$ cat src/rtl/program_sequencer_cached_if.sv
// Cache-RAM / program-ROM side of program_sequencer_cached: fill address, write port and read index.
interface program_sequencer_cached_if #(
    parameter int ADDR_W = 8,
    parameter int LINES  = 4,
    parameter int WORDS  = 8
);
    localparam int IDX_W = $clog2(LINES);
    localparam int OFF_W = $clog2(WORDS);

    logic [ADDR_W-1:0] rom_address;
    logic              cache_wren;
    logic [IDX_W-1:0]  cache_wrline;
    logic [OFF_W-1:0]  cache_wroffset;
    logic [IDX_W-1:0]  cache_rdline;
    logic [OFF_W-1:0]  cache_rdoffset;

    modport master (
        output rom_address, cache_wren, cache_wrline, cache_wroffset,
        output cache_rdline, cache_rdoffset
    );

    modport slave (
        input rom_address, cache_wren, cache_wrline, cache_wroffset,
        input cache_rdline, cache_rdoffset
    );
endinterface

$ cat src/rtl/program_sequencer_cached.sv
// Next-PC sequencer with a direct-mapped instruction-cache line-fill controller.
// Defining ICACHE_STATS_EN adds saturating hit/miss/stall counters.
module program_sequencer_cached #(
    parameter int ADDR_W  = 8,
    parameter int LINES   = 4,
    parameter int WORDS   = 8,
    parameter int ROM_LAT = 1
) (
    input  logic              clk,
    input  logic              reset_n,
    input  logic              sync_reset,
    input  logic              jmp,
    input  logic              jmp_nz,
    input  logic              dont_jmp,
    input  logic [ADDR_W-5:0] jmp_addr,
    input  logic              flush,
    output logic [ADDR_W-1:0] pm_addr,
    output logic [ADDR_W-1:0] pc,
    output logic              hold_out,
`ifdef ICACHE_STATS_EN
    output logic [15:0]       hit_count,
    output logic [15:0]       miss_count,
    output logic [15:0]       stall_count,
`endif
    program_sequencer_cached_if.master mem
);
    localparam int IDX_W = $clog2(LINES);
    localparam int OFF_W = $clog2(WORDS);
    localparam int TAG_W = ADDR_W - IDX_W - OFF_W;

    typedef enum logic {RUN, FILL} state_t;

    state_t             state_q, state_d;
    logic [ADDR_W-1:0]  pc_q;
    logic               sync_reset_q;
    logic [LINES-1:0]   valid_q;
    logic [TAG_W-1:0]   tag_mem_q [LINES];
    logic [IDX_W-1:0]   fill_line_q;
    logic [TAG_W-1:0]   fill_tag_q;
    logic [OFF_W:0]     issue_cnt_q;
    logic [ROM_LAT-1:0] pipe_vld_q;
    logic [OFF_W-1:0]   pipe_off_q [ROM_LAT];

    logic              jump_taken, invalidate, miss, issuing;
    logic              wr_vld, last_write, start_fill;
    logic [IDX_W-1:0]  pm_idx;
    logic [TAG_W-1:0]  pm_tag;

    assign jump_taken = jmp | (jmp_nz & ~dont_jmp);
    assign invalidate = flush | (sync_reset & ~sync_reset_q);

    // NOTE: every variable written in always_comb gets a default first, so no path can infer a latch.
    always_comb begin
        pm_addr = pc_q + ADDR_W'(1);
        if (sync_reset)
            pm_addr = '0;
        else if (state_q != RUN)
            pm_addr = pc_q;
        else if (jump_taken)
            pm_addr = {jmp_addr, 4'h0};
    end

    assign pm_idx   = pm_addr[OFF_W+IDX_W-1:OFF_W];
    assign pm_tag   = pm_addr[ADDR_W-1:OFF_W+IDX_W];
    assign miss     = (state_q == RUN) && (!valid_q[pm_idx] || tag_mem_q[pm_idx] != pm_tag);
    assign hold_out = miss || (state_q != RUN);
    assign pc       = pc_q;

    assign issuing    = (state_q == FILL) && (issue_cnt_q < (OFF_W+1)'(WORDS));
    assign wr_vld     = pipe_vld_q[ROM_LAT-1];
    assign last_write = wr_vld && (pipe_off_q[ROM_LAT-1] == OFF_W'(WORDS - 1));

    // An invalidate in the same cycle as a write kills that write on the RAM port.
    assign mem.cache_wren     = wr_vld && !invalidate;
    assign mem.cache_wroffset = pipe_off_q[ROM_LAT-1];
    assign mem.cache_wrline   = fill_line_q;
    assign mem.cache_rdline   = pm_idx;
    assign mem.cache_rdoffset = pm_addr[OFF_W-1:0];
    assign mem.rom_address    = issuing ? {fill_tag_q, fill_line_q, issue_cnt_q[OFF_W-1:0]} : '0;

    always_comb begin
        state_d    = state_q;
        start_fill = 1'b0;
        case (state_q)
            RUN:  if (miss) begin
                      state_d    = FILL;
                      start_fill = 1'b1;
                  end
            FILL: if (last_write) state_d = RUN;
            default: state_d = RUN;
        endcase
        if (invalidate) begin
            state_d    = RUN;
            start_fill = 1'b0;
        end
    end

    // NOTE: sequential state uses non-blocking assignments so all registers sample the same pre-edge values.
    always_ff @(posedge clk or negedge reset_n) begin
        if (!reset_n) begin
            state_q      <= RUN;
            pc_q         <= '0;
            sync_reset_q <= 1'b0;
        end else begin
            state_q      <= state_d;
            pc_q         <= pm_addr;
            sync_reset_q <= sync_reset;
        end
    end

    // NOTE: the tag/valid arrays are tiny flop arrays, so they take the reset; a RAM would not.
    always_ff @(posedge clk or negedge reset_n) begin
        if (!reset_n) begin
            valid_q <= '0;
            for (int i = 0; i < LINES; i++) tag_mem_q[i] <= '0;
        end else if (invalidate) begin
            valid_q <= '0;
        end else if (state_q == FILL && last_write) begin
            valid_q[fill_line_q]   <= 1'b1;
            tag_mem_q[fill_line_q] <= fill_tag_q;
        end
    end

    always_ff @(posedge clk or negedge reset_n) begin
        if (!reset_n) begin
            fill_line_q <= '0;
            fill_tag_q  <= '0;
            issue_cnt_q <= '0;
            pipe_vld_q  <= '0;
            for (int i = 0; i < ROM_LAT; i++) pipe_off_q[i] <= '0;
        end else begin
            if (start_fill) begin
                fill_line_q <= pm_idx;
                fill_tag_q  <= pm_tag;
                issue_cnt_q <= '0;
            end else if (issuing) begin
                issue_cnt_q <= issue_cnt_q + (OFF_W+1)'(1);
            end
            // The shift models ROM read latency: each issued offset emerges ROM_LAT cycles later.
            if (invalidate) begin
                pipe_vld_q <= '0;
            end else begin
                pipe_vld_q[0] <= issuing;
                pipe_off_q[0] <= issue_cnt_q[OFF_W-1:0];
                for (int i = 1; i < ROM_LAT; i++) begin
                    pipe_vld_q[i] <= pipe_vld_q[i-1];
                    pipe_off_q[i] <= pipe_off_q[i-1];
                end
            end
        end
    end

`ifdef ICACHE_STATS_EN
    logic run_active;
    assign run_active = (state_q == RUN) && !sync_reset;

    always_ff @(posedge clk or negedge reset_n) begin
        if (!reset_n) begin
            hit_count   <= '0;
            miss_count  <= '0;
            stall_count <= '0;
        end else if (invalidate) begin
            hit_count   <= '0;
            miss_count  <= '0;
            stall_count <= '0;
        end else begin
            if (run_active && !miss && hit_count != 16'hFFFF)
                hit_count <= hit_count + 16'd1;
            if (run_active && miss && miss_count != 16'hFFFF)
                miss_count <= miss_count + 16'd1;
            if (hold_out && stall_count != 16'hFFFF)
                stall_count <= stall_count + 16'd1;
        end
    end
`endif
endmodule

$ cat src/flat_wrapper.sv
// flat-port wrapper written by rule: the top's interface ports become plain ports
module program_sequencer_cached_flat 
#(
    parameter int ADDR_W  = 8,
    parameter int LINES   = 4,
    parameter int WORDS   = 8,
    parameter int ROM_LAT = 1
)
  (clk, reset_n, sync_reset, jmp, jmp_nz, dont_jmp, jmp_addr, flush, pm_addr, pc, hold_out, mem_rom_address, mem_cache_wren, mem_cache_wrline, mem_cache_wroffset, mem_cache_rdline, mem_cache_rdoffset);
  program_sequencer_cached_if #(.ADDR_W(ADDR_W), .LINES(LINES), .WORDS(WORDS)) mem_i ();
  input  logic clk;
  input  logic reset_n;
  input  logic sync_reset;
  input  logic jmp;
  input  logic jmp_nz;
  input  logic dont_jmp;
  input  logic [ADDR_W-5:0] jmp_addr;
  input  logic flush;
  output logic [ADDR_W-1:0] pm_addr;
  output logic [ADDR_W-1:0] pc;
  output logic hold_out;
  output wire logic [$bits(mem_i.rom_address)-1:0] mem_rom_address;
  output wire logic [$bits(mem_i.cache_wren)-1:0] mem_cache_wren;
  output wire logic [$bits(mem_i.cache_wrline)-1:0] mem_cache_wrline;
  output wire logic [$bits(mem_i.cache_wroffset)-1:0] mem_cache_wroffset;
  output wire logic [$bits(mem_i.cache_rdline)-1:0] mem_cache_rdline;
  output wire logic [$bits(mem_i.cache_rdoffset)-1:0] mem_cache_rdoffset;
  assign mem_rom_address = mem_i.rom_address;
  assign mem_cache_wren = mem_i.cache_wren;
  assign mem_cache_wrline = mem_i.cache_wrline;
  assign mem_cache_wroffset = mem_i.cache_wroffset;
  assign mem_cache_rdline = mem_i.cache_rdline;
  assign mem_cache_rdoffset = mem_i.cache_rdoffset;
  program_sequencer_cached #(.ADDR_W(ADDR_W), .LINES(LINES), .WORDS(WORDS), .ROM_LAT(ROM_LAT)) u_core (.clk(clk), .reset_n(reset_n), .sync_reset(sync_reset), .jmp(jmp), .jmp_nz(jmp_nz), .dont_jmp(dont_jmp), .jmp_addr(jmp_addr), .flush(flush), .pm_addr(pm_addr), .pc(pc), .hold_out(hold_out), .mem(mem_i));
endmodule
$ cat config.mk
export PLATFORM = sky130hd
export DESIGN_NAME = program_sequencer_cached_flat
export DESIGN_NICKNAME = d
export VERILOG_FILES = /design/src/rtl/program_sequencer_cached_if.sv /design/src/rtl/program_sequencer_cached.sv /design/src/flat_wrapper.sv
export SDC_FILE = /design/constraint.sdc
export NUM_CORES = 1
export LEC_CHECK = 0
export BUFFER_PORTS_ARGS = -buffer_cell sky130_fd_sc_hd__buf_4
export CAP_MARGIN = 0
export CORE_ASPECT_RATIO = 1.4
export CORE_UTILIZATION = 30
export CTS_BUF_LIST = sky130_fd_sc_hd__clkbuf_16
export DETAILED_ROUTE_END_ITERATION = 8
export GPL_TIMING_DRIVEN = 0
export PLACE_DENSITY = 0.55
export SLEW_MARGIN = 20
export SYNTH_ARGS = -nofsm -noshare
export SYNTH_HDL_FRONTEND = slang
export SYNTH_SLANG_ARGS = --single-unit
$ cat constraint.sdc
create_clock -name clk -period 4.1 [get_ports clk]
set_clock_uncertainty 0.15 [all_clocks]
set_input_delay 1.025 -clock clk [delete_from_list [all_inputs] [get_ports clk]]
set_output_delay 1.025 -clock clk [all_outputs]
set_load 0.02 [all_outputs]
==> impl_metrics.py, run 1 <==
metrics = {
    "synth": {
        "synth.top_cell.area_share_pct": 48.8,
        "synth_edf_count": 0,
        "syn_inst": 183,
        "async_flop_share_pct": 100,
        "syn_area_per_cell_sq_um": 10.9,
        "syn-cell-area_sq_um": 2000,
        "yosysUniqueCellTypes": 35,
        "yosysTopAreaCell": "dfrtp_1",
        "yosysSeqAreaShare_pct": 48.8,
        "syn-num-nets": 196,
        "synth-seq-cells": 39,
        "ys_warn_count": 0,
        "ys.flop_type": "dfrtp_1",
        "yosys-top-cells-area": "dfrtp_1 (49%), mux2_2 (12%), mux2i_1 (6.0%)",
    },
    "cells_and_area": {
        "areaGrowthSynthToFinish_pct": 42.0,
        "fin_cells": 323,
        "fin_nets": 264,
        "drive_gt1_share_pct": 45.0,
        "n_antenna_cell": 0,
    },
    "routing": {
        "vias_per_cell": 5.06,
        "drt_iter0_drc": 35,
        "drtAntennaViolNets": 0,
        "drc": 9,
        "dr_total_vias": 1634,
        "firstDrtPassIters": 8,
        "drt-total-wl_mm": 5.06,
        "wl_per_cell_microns": 15.7,
    },
    "setup_path": {
        "cp-start-kind": "input port",
        "worst_ep_arrival_time_ps": 2890,
        "cp-end-kind": "output port",
        "required_ps": 2920,
        "path_max_fanout": 5,
        "path_class": "in -> out",
    },
    "sta": {
        "fmax_ghz": 0.246,
        "setup_violations": 0,
        "report.final.slew_viol_count": 0,
        "hold_viol": 0,
        "fin_crit_ps": 4070,
        "slew-limit-headroom_pct": 56.2,
        "tightest_slew_ps": 653,
        "setup_ws_ps": 34.7,
        "timing.final.crit_share_pct": 99.2,
        "rsz0062_at_grt": "true",
    },
    "grt": {
        "grt.overflow.total": 0,
        "grt_pass1_vias": 1515,
        "antenna_found_initial": 0,
        "track_usage_pct": 14.1,
        "grt_max_degree": 40,
        "grt_pass1_wl_mm": 7.53,
    },
    "placement": {
        "dp_slack_ps": -275,
        "hpwlAfterDp_mm": 3.36,
        "post-place-cells": 301,
        "io_buffer_count": 46,
        "place_congestion": 0.827,
    },
    "floorplanning": {
        "start_util_pct": 31.6,
        "io_pins": 47,
        "core-area_sq_um": 6340,
        "dieWidth_microns": 71.0,
        "row_count": 34,
        "die-area_sq_um": 7000,
        "dieHeight_microns": 98.6,
    },
    "clock_tree": {
        "clk_pin_slew_ps": 50,
        "cts.sinks": 39,
        "clock_latency_ps": 270,
        "cts_root_buf": "clkbuf_16",
        "cts_max_path_buffers": 2,
        "cts_buffers": 5,
        "clock_tree.htree_level_count": 2,
        "cts_tree": "yes",
    },
    "pwr": {
        "p_per_area_nw_per_um2": 368,
        "cellLeakagePower_nw": 1.39,
        "vdd_drop_max_mv": 0.189,
    },
    "status": {
        "violations": "design-rule violations",
        "status": "finished, violations left",
    },
    "run": {
        "drv_cap": 0,
    },
    "worst_hold_path": {
        "min_path_type": "reg -> reg",
    },
}
-- power by group --
| part | total [mW] | switching (mW) | internal, mW | leakage, nW |
|---|---|---|---|---|
| sequential | 0.461 | 0.0402 | 0.421 | 0.526 |
| clock | 0.358 | 0.140 | 0.218 | 0.0671 |
| combinational | 0.227 | 0.119 | 0.108 | 0.795 |
-- critical path: stages --
cell and delay (ps):
buf_6 80, nand2b_4 140, a221oi_4 70, a311oi_4 310, buf_6 200, mux2i_4 250
xnor2_2 100, o32ai_4 310, nand4b_1 190, buf_4 200
-- synth_stat cells (4+ instances only) --
library cell and instances:
o21ai_0 4, nand2_1 16, nor2_1 16, and2_1 9, dfrtp_1 39, xnor2_1 5
nand2b_1 4, nand3_1 5, mux2i_1 12, clkbuf_1 5, mux2_2 21, a21oi_1 5
inv_1 4, buf_4 5
-- final cells by class --
class	count	area, sq um
buffer	10	63.8
clock buffer	5	125
clock inverter	2	8.76
fill	622	3500
inverter	4	17.5
multi-input combinational	129	1080
sequential	39	978
tap	72	90.1
timing repair buffer	62	477
-- registers in the layout (all words and copies together), names as in the netlist --
name,cells
u_core.fill_tag_q,3
u_core.issue_cnt_q,4
u_core.mem.cache_wrline,2
u_core.mem.cache_wroffset,3
u_core.pc,8
u_core.pipe_vld_q,1
u_core.state_q,1
u_core.sync_reset_q,1
u_core.tag_mem_q,12
u_core.valid_q,4
-- per-stage QoR --
| stage | setup TNS, ps | hold WS (ps) | power, mW | util, % | area (sq um) |
|---|---|---|---|---|---|
| 2_1_floorplan | 0 | 291 | 0.580 | - | 2010 |
| 3_3_place_gp | -259 | 311 | 0.669 | 38.6 | 2450 |
| 3_5_place_dp | -275 | 314 | 0.671 | 38.6 | 2450 |
| 4_1_cts | 0 | 328 | 1.04 | 41.6 | 2640 |
| 5_1_grt | -65.0 | 354 | 1.09 | 44.8 | 2840 |
| 6_report | 0 | 328 | 1.05 | 44.8 | 2840 |
-- cells in the final DEF (no fill, tap or decap), types with 5 or more instances in the layout --
cell and instances:
mux2_2 21, buf_4 65, clkbuf_16 5, dfrtp_1 37, nor2_1 15, nand3_1 5
nand2_1 16, mux2i_1 11, and2_1 9
-- routing by layer --
metal	track usage (%)	vias to the layer above	part of all wire (%)
met2	25.2	37	53
met5	0	-	0
met1	17.0	818	42
li1	-	777	-
met3	2.35	2	3.1
met4	4.62	0	0.97
-- final timing paths --
check                                              startpoint                                        to  slack, ps  cells past startpoint
worst max-delay path                                 dont_jmp                                  hold_out         30                     10
max in group asynchronous                             reset_n                    u_core.pc[0]$_DFF_PN0_       2860                      1
worst min register to register  u_core.valid_q[2]$_DFFE_PN0P_             u_core.valid_q[2]$_DFFE_PN0P_        330                      2
worst max register to register         u_core.pc[1]$_DFF_PN0_          u_core.fill_tag_q[1]$_DFFE_PN0P_        330                     13
worst min-delay path            u_core.valid_q[2]$_DFFE_PN0P_             u_core.valid_q[2]$_DFFE_PN0P_        330                      2
min in group asynchronous                             reset_n  u_core.mem.cache_wroffset[1]$_DFFE_PN0P_        570                      1
-- what timing repair did --
| item | in CTS | in global routing |
|---|---|---|
| hold buffers | 0 | 0 |
| pin swaps | 2 | 8 |
| endpoints found under the setup margin | 1 | 1 |
| resized for setup | 6 | 22 |
| cloned | 0 | 1 |
| setup buffers | 4 | 11 |
-- cell families after synthesis --
kind of cell | synth area share [%]
simple gates | 16.0
flops | 48.8
buf+inv | 4.13
fa+ha+maj | 1.25
compound gates | 9.38
mux | 17.8
xor+xnor | 2.63
(Power assumes the default switching activity.)
==> inputs of run 2 (changes only) <==
==> constraint.sdc (replaced) <==
create_clock -name clk -period 4.1 [get_ports clk]
set_clock_uncertainty 0.15 [all_clocks]
set_input_delay 0.205 -clock clk [delete_from_list [all_inputs] [get_ports clk]]
set_output_delay 0.205 -clock clk [all_outputs]
set_load 0.02 [all_outputs]
==> run 2 against run 1 <==
  * The run still ends with design-rule violations left
  * Final cell count shrank 3.7%
  * Critical path depth is the same
  * Combinational power shrank 11%
  * Total power shrank 1.4%
  * Sequential power is essentially flat
  * Global-route usage grew 0.31 points
  * Flip-flop and latch count is the same
  * Worst setup slack gained 530 ps
  * First-iteration DRC count grew 74%
  * Clock power grew 3%
  * Count of clock-buffer cells in the layout is the same
  * Highest routed layer unchanged
==> impl_metrics.py, run 2 (synthesis gave the netlist of run 1 again) <==
metrics = {
    "worst_hold_path": {
        "hold_depth": 5,
        "min_path_type": "in -> reg",
    },
    "clock_tree": {
        "cts_max_path_buffers": 2,
        "clk_pin_slew_ps": 60,
        "ctsHoldBuffers": 2,
        "cts_root_buf": "clkbuf_16",
        "clock_tree.htree_level_count": 2,
        "cts_tree": "yes",
        "clock_latency_ps": 280,
        "postCtsSetupBuffers": 0,
        "cts.sinks": 39,
        "cts_buffers": 5,
        "cts.repair.resized": 0,
    },
    "setup_path": {
        "worstRegToRegCells": 10,
        "path_class": "reg -> reg",
        "path_max_fanout": 12,
        "critPathMaxStageDelay_ps": 640,
        "cp-start-kind": "flop",
        "worst_ep_arrival_time_ps": 3540,
        "required_ps": 4110,
        "slowest_stage": "a311oi_4",
        "cp-end-kind": "flop",
        "worstPathCellList": "ha_1 -> nand2b_1 -> or3_1 -> a311oi_2 -> buf_6 -> mux2i_1 -> xnor2_1 -> o32ai_2 -> a311oi_4 -> mux2_2",
    },
    "cells_and_area": {
        "layout.cells.most_common_list": "buf_4 (51), dfrtp_1 (39), mux2_2 (21)",
        "layout_commonest_cell": "buf_4",
        "n_antenna_cell": 0,
        "fillers": 647,
        "final_design_area_no_fill_sq_um": 2600,
        "largest_reg_flops": 12,
        "seq_area_sq_um": 976,
        "regMostFlops": "u_core.tag_mem_q",
        "areaGrowthSynthToFinish_pct": 29.8,
        "fin_nets": 251,
        "multiInputGateArea_sq_um": 942,
        "drive_gt1_share_pct": 35.1,
    },
    "sta": {
        "fin_crit_ps": 3530,
        "slew-limit-headroom_pct": 41.4,
        "setup_ws_ps": 569,
        "rsz0062_at_grt": "false",
        "tightest_slew_ps": 878,
        "report.final.slew_viol_count": 0,
        "fmax_ghz": 0.283,
        "hold_viol": 0,
        "setup_violations": 0,
        "tns_ps": 0,
        "timing.final.crit_share_pct": 86.1,
    },
    "status": {
        "status": "finished, violations left",
        "violations": "design-rule violations",
    },
    "routing": {
        "wl_per_cell_microns": 15.1,
        "drt_iter0_drc": 61,
        "vias_per_cell": 5.06,
        "drc": 6,
        "dr_total_vias": 1574,
        "drt-total-wl_mm": 4.69,
        "drtAntennaViolNets": 0,
        "firstDrtPassIters": 6,
    },
    "grt": {
        "track_usage_pct": 14.4,
        "grt_pass1_wl_mm": 7.76,
        "grt.overflow.total": 0,
        "antenna_found_initial": 0,
        "grt_pass1_vias": 1567,
        "grt_max_degree": 40,
    },
    "pwr": {
        "p_seq_share_pct": 44.5,
        "cellLeakagePower_nw": 1.28,
        "p_int_uw": 737,
        "vdd_drop_max_mv": 0.197,
        "p_per_area_nw_per_um2": 397,
        "switching_share_pct": 28.6,
        "comb_power_share_pct": 19.7,
        "clkPwrFrac_pct": 35.8,
        "p_sw_uw": 295,
    },
    "placement": {
        "dp_slack_ps": 549,
        "dpl_cell_area_sq_um": 2440,
        "place_congestion": 0.865,
        "io_buffer_count": 46,
        "hpwlAfterDp_mm": 3.43,
    },
    "floorplanning": {
        "dieWidth_microns": 71.0,
        "start_util_pct": 31.6,
        "die-area_sq_um": 7000,
        "dieHeight_microns": 98.6,
        "row_count": 34,
        "io_pins": 47,
        "core-area_sq_um": 6340,
    },
    "run": {
        "drv_cap": 0,
    },
}
run 2: path summary, 6_finish.rpt:
kind,startpoint,endpoint,slack (ps)
worst max-delay path,u_core.pc[0]$_DFF_PN0_,u_core.mem.cache_wrline[0]$_DFFE_PN0P_,570
worst max register to register,u_core.pc[0]$_DFF_PN0_,u_core.mem.cache_wrline[0]$_DFFE_PN0P_,570
max in group asynchronous,reset_n,u_core.pc[5]$_DFF_PN0_,3160
worst min-delay path,flush,u_core.issue_cnt_q[1]$_DFFE_PN0P_,240
min in group asynchronous,reset_n,u_core.mem.cache_wroffset[2]$_DFFE_PN0P_,280
worst min register to register,u_core.valid_q[3]$_DFFE_PN0P_,u_core.valid_q[3]$_DFFE_PN0P_,320
run 2: area by class of cell:
| class | instances | area share [%] |
|---|---|---|
| inverter | 4 | 0.578 |
| clock buffer | 5 | 4.82 |
| tap | 72 | 3.47 |
| timing repair buffer | 48 | 14.1 |
| buffer | 11 | 2.60 |
| clock inverter | 3 | 0.578 |
| multi-input combinational | 129 | 36.3 |
| sequential | 39 | 37.6 |
run 2: per-stage QoR:
step	hold WS [ps]	utilization, %	power (mW)	instances
2_1_floorplan	-241	-	0.579	183
6_report	237	41.0	1.03	311
4_1_cts	243	41.0	1.04	311
3_5_place_dp	66.0	38.4	0.671	301
3_3_place_gp	61.6	38.4	0.668	301
5_1_grt	274	41.0	1.09	311
run 2: worst max-delay path, delay by kind of cell, from the launching register on:
family                     cells  cell delay (ps)
buffers and inverters          1              220
and+or+nand+nor                2              480
adders and majority gates      1              210
AOI/OAI and AO/OA              3             1070
xor gates and xnor gates       1              170
DFF                            1              480
muxes                          2              640
run 2: layer usage:
layer | GRT usage (%) | vias up | part of all wire (%) | wire, microns
met1 | 17.3 | 778 | 42 | 1980
met5 | 0 | - | 0 | 0
met2 | 24.7 | 45 | 51 | 2410
met4 | 6.15 | 0 | 1.3 | 63
li1 | - | 746 | - | -
met3 | 2.97 | 5 | 5.0 | 233
run 2: power by group through the flow:
| stage | Clock (mW) | Combinational [mW] | Sequential [mW] |
|---|---|---|---|
| 2_1_floorplan | 0 | 0.101 | 0.479 |
| 3_3_place_gp | 0 | 0.202 | 0.467 |
| 3_5_place_dp | 0 | 0.205 | 0.466 |
| 4_1_cts | 0.377 | 0.207 | 0.460 |
| 5_1_grt | 0.398 | 0.221 | 0.467 |
| 6_report | 0.369 | 0.203 | 0.459 |
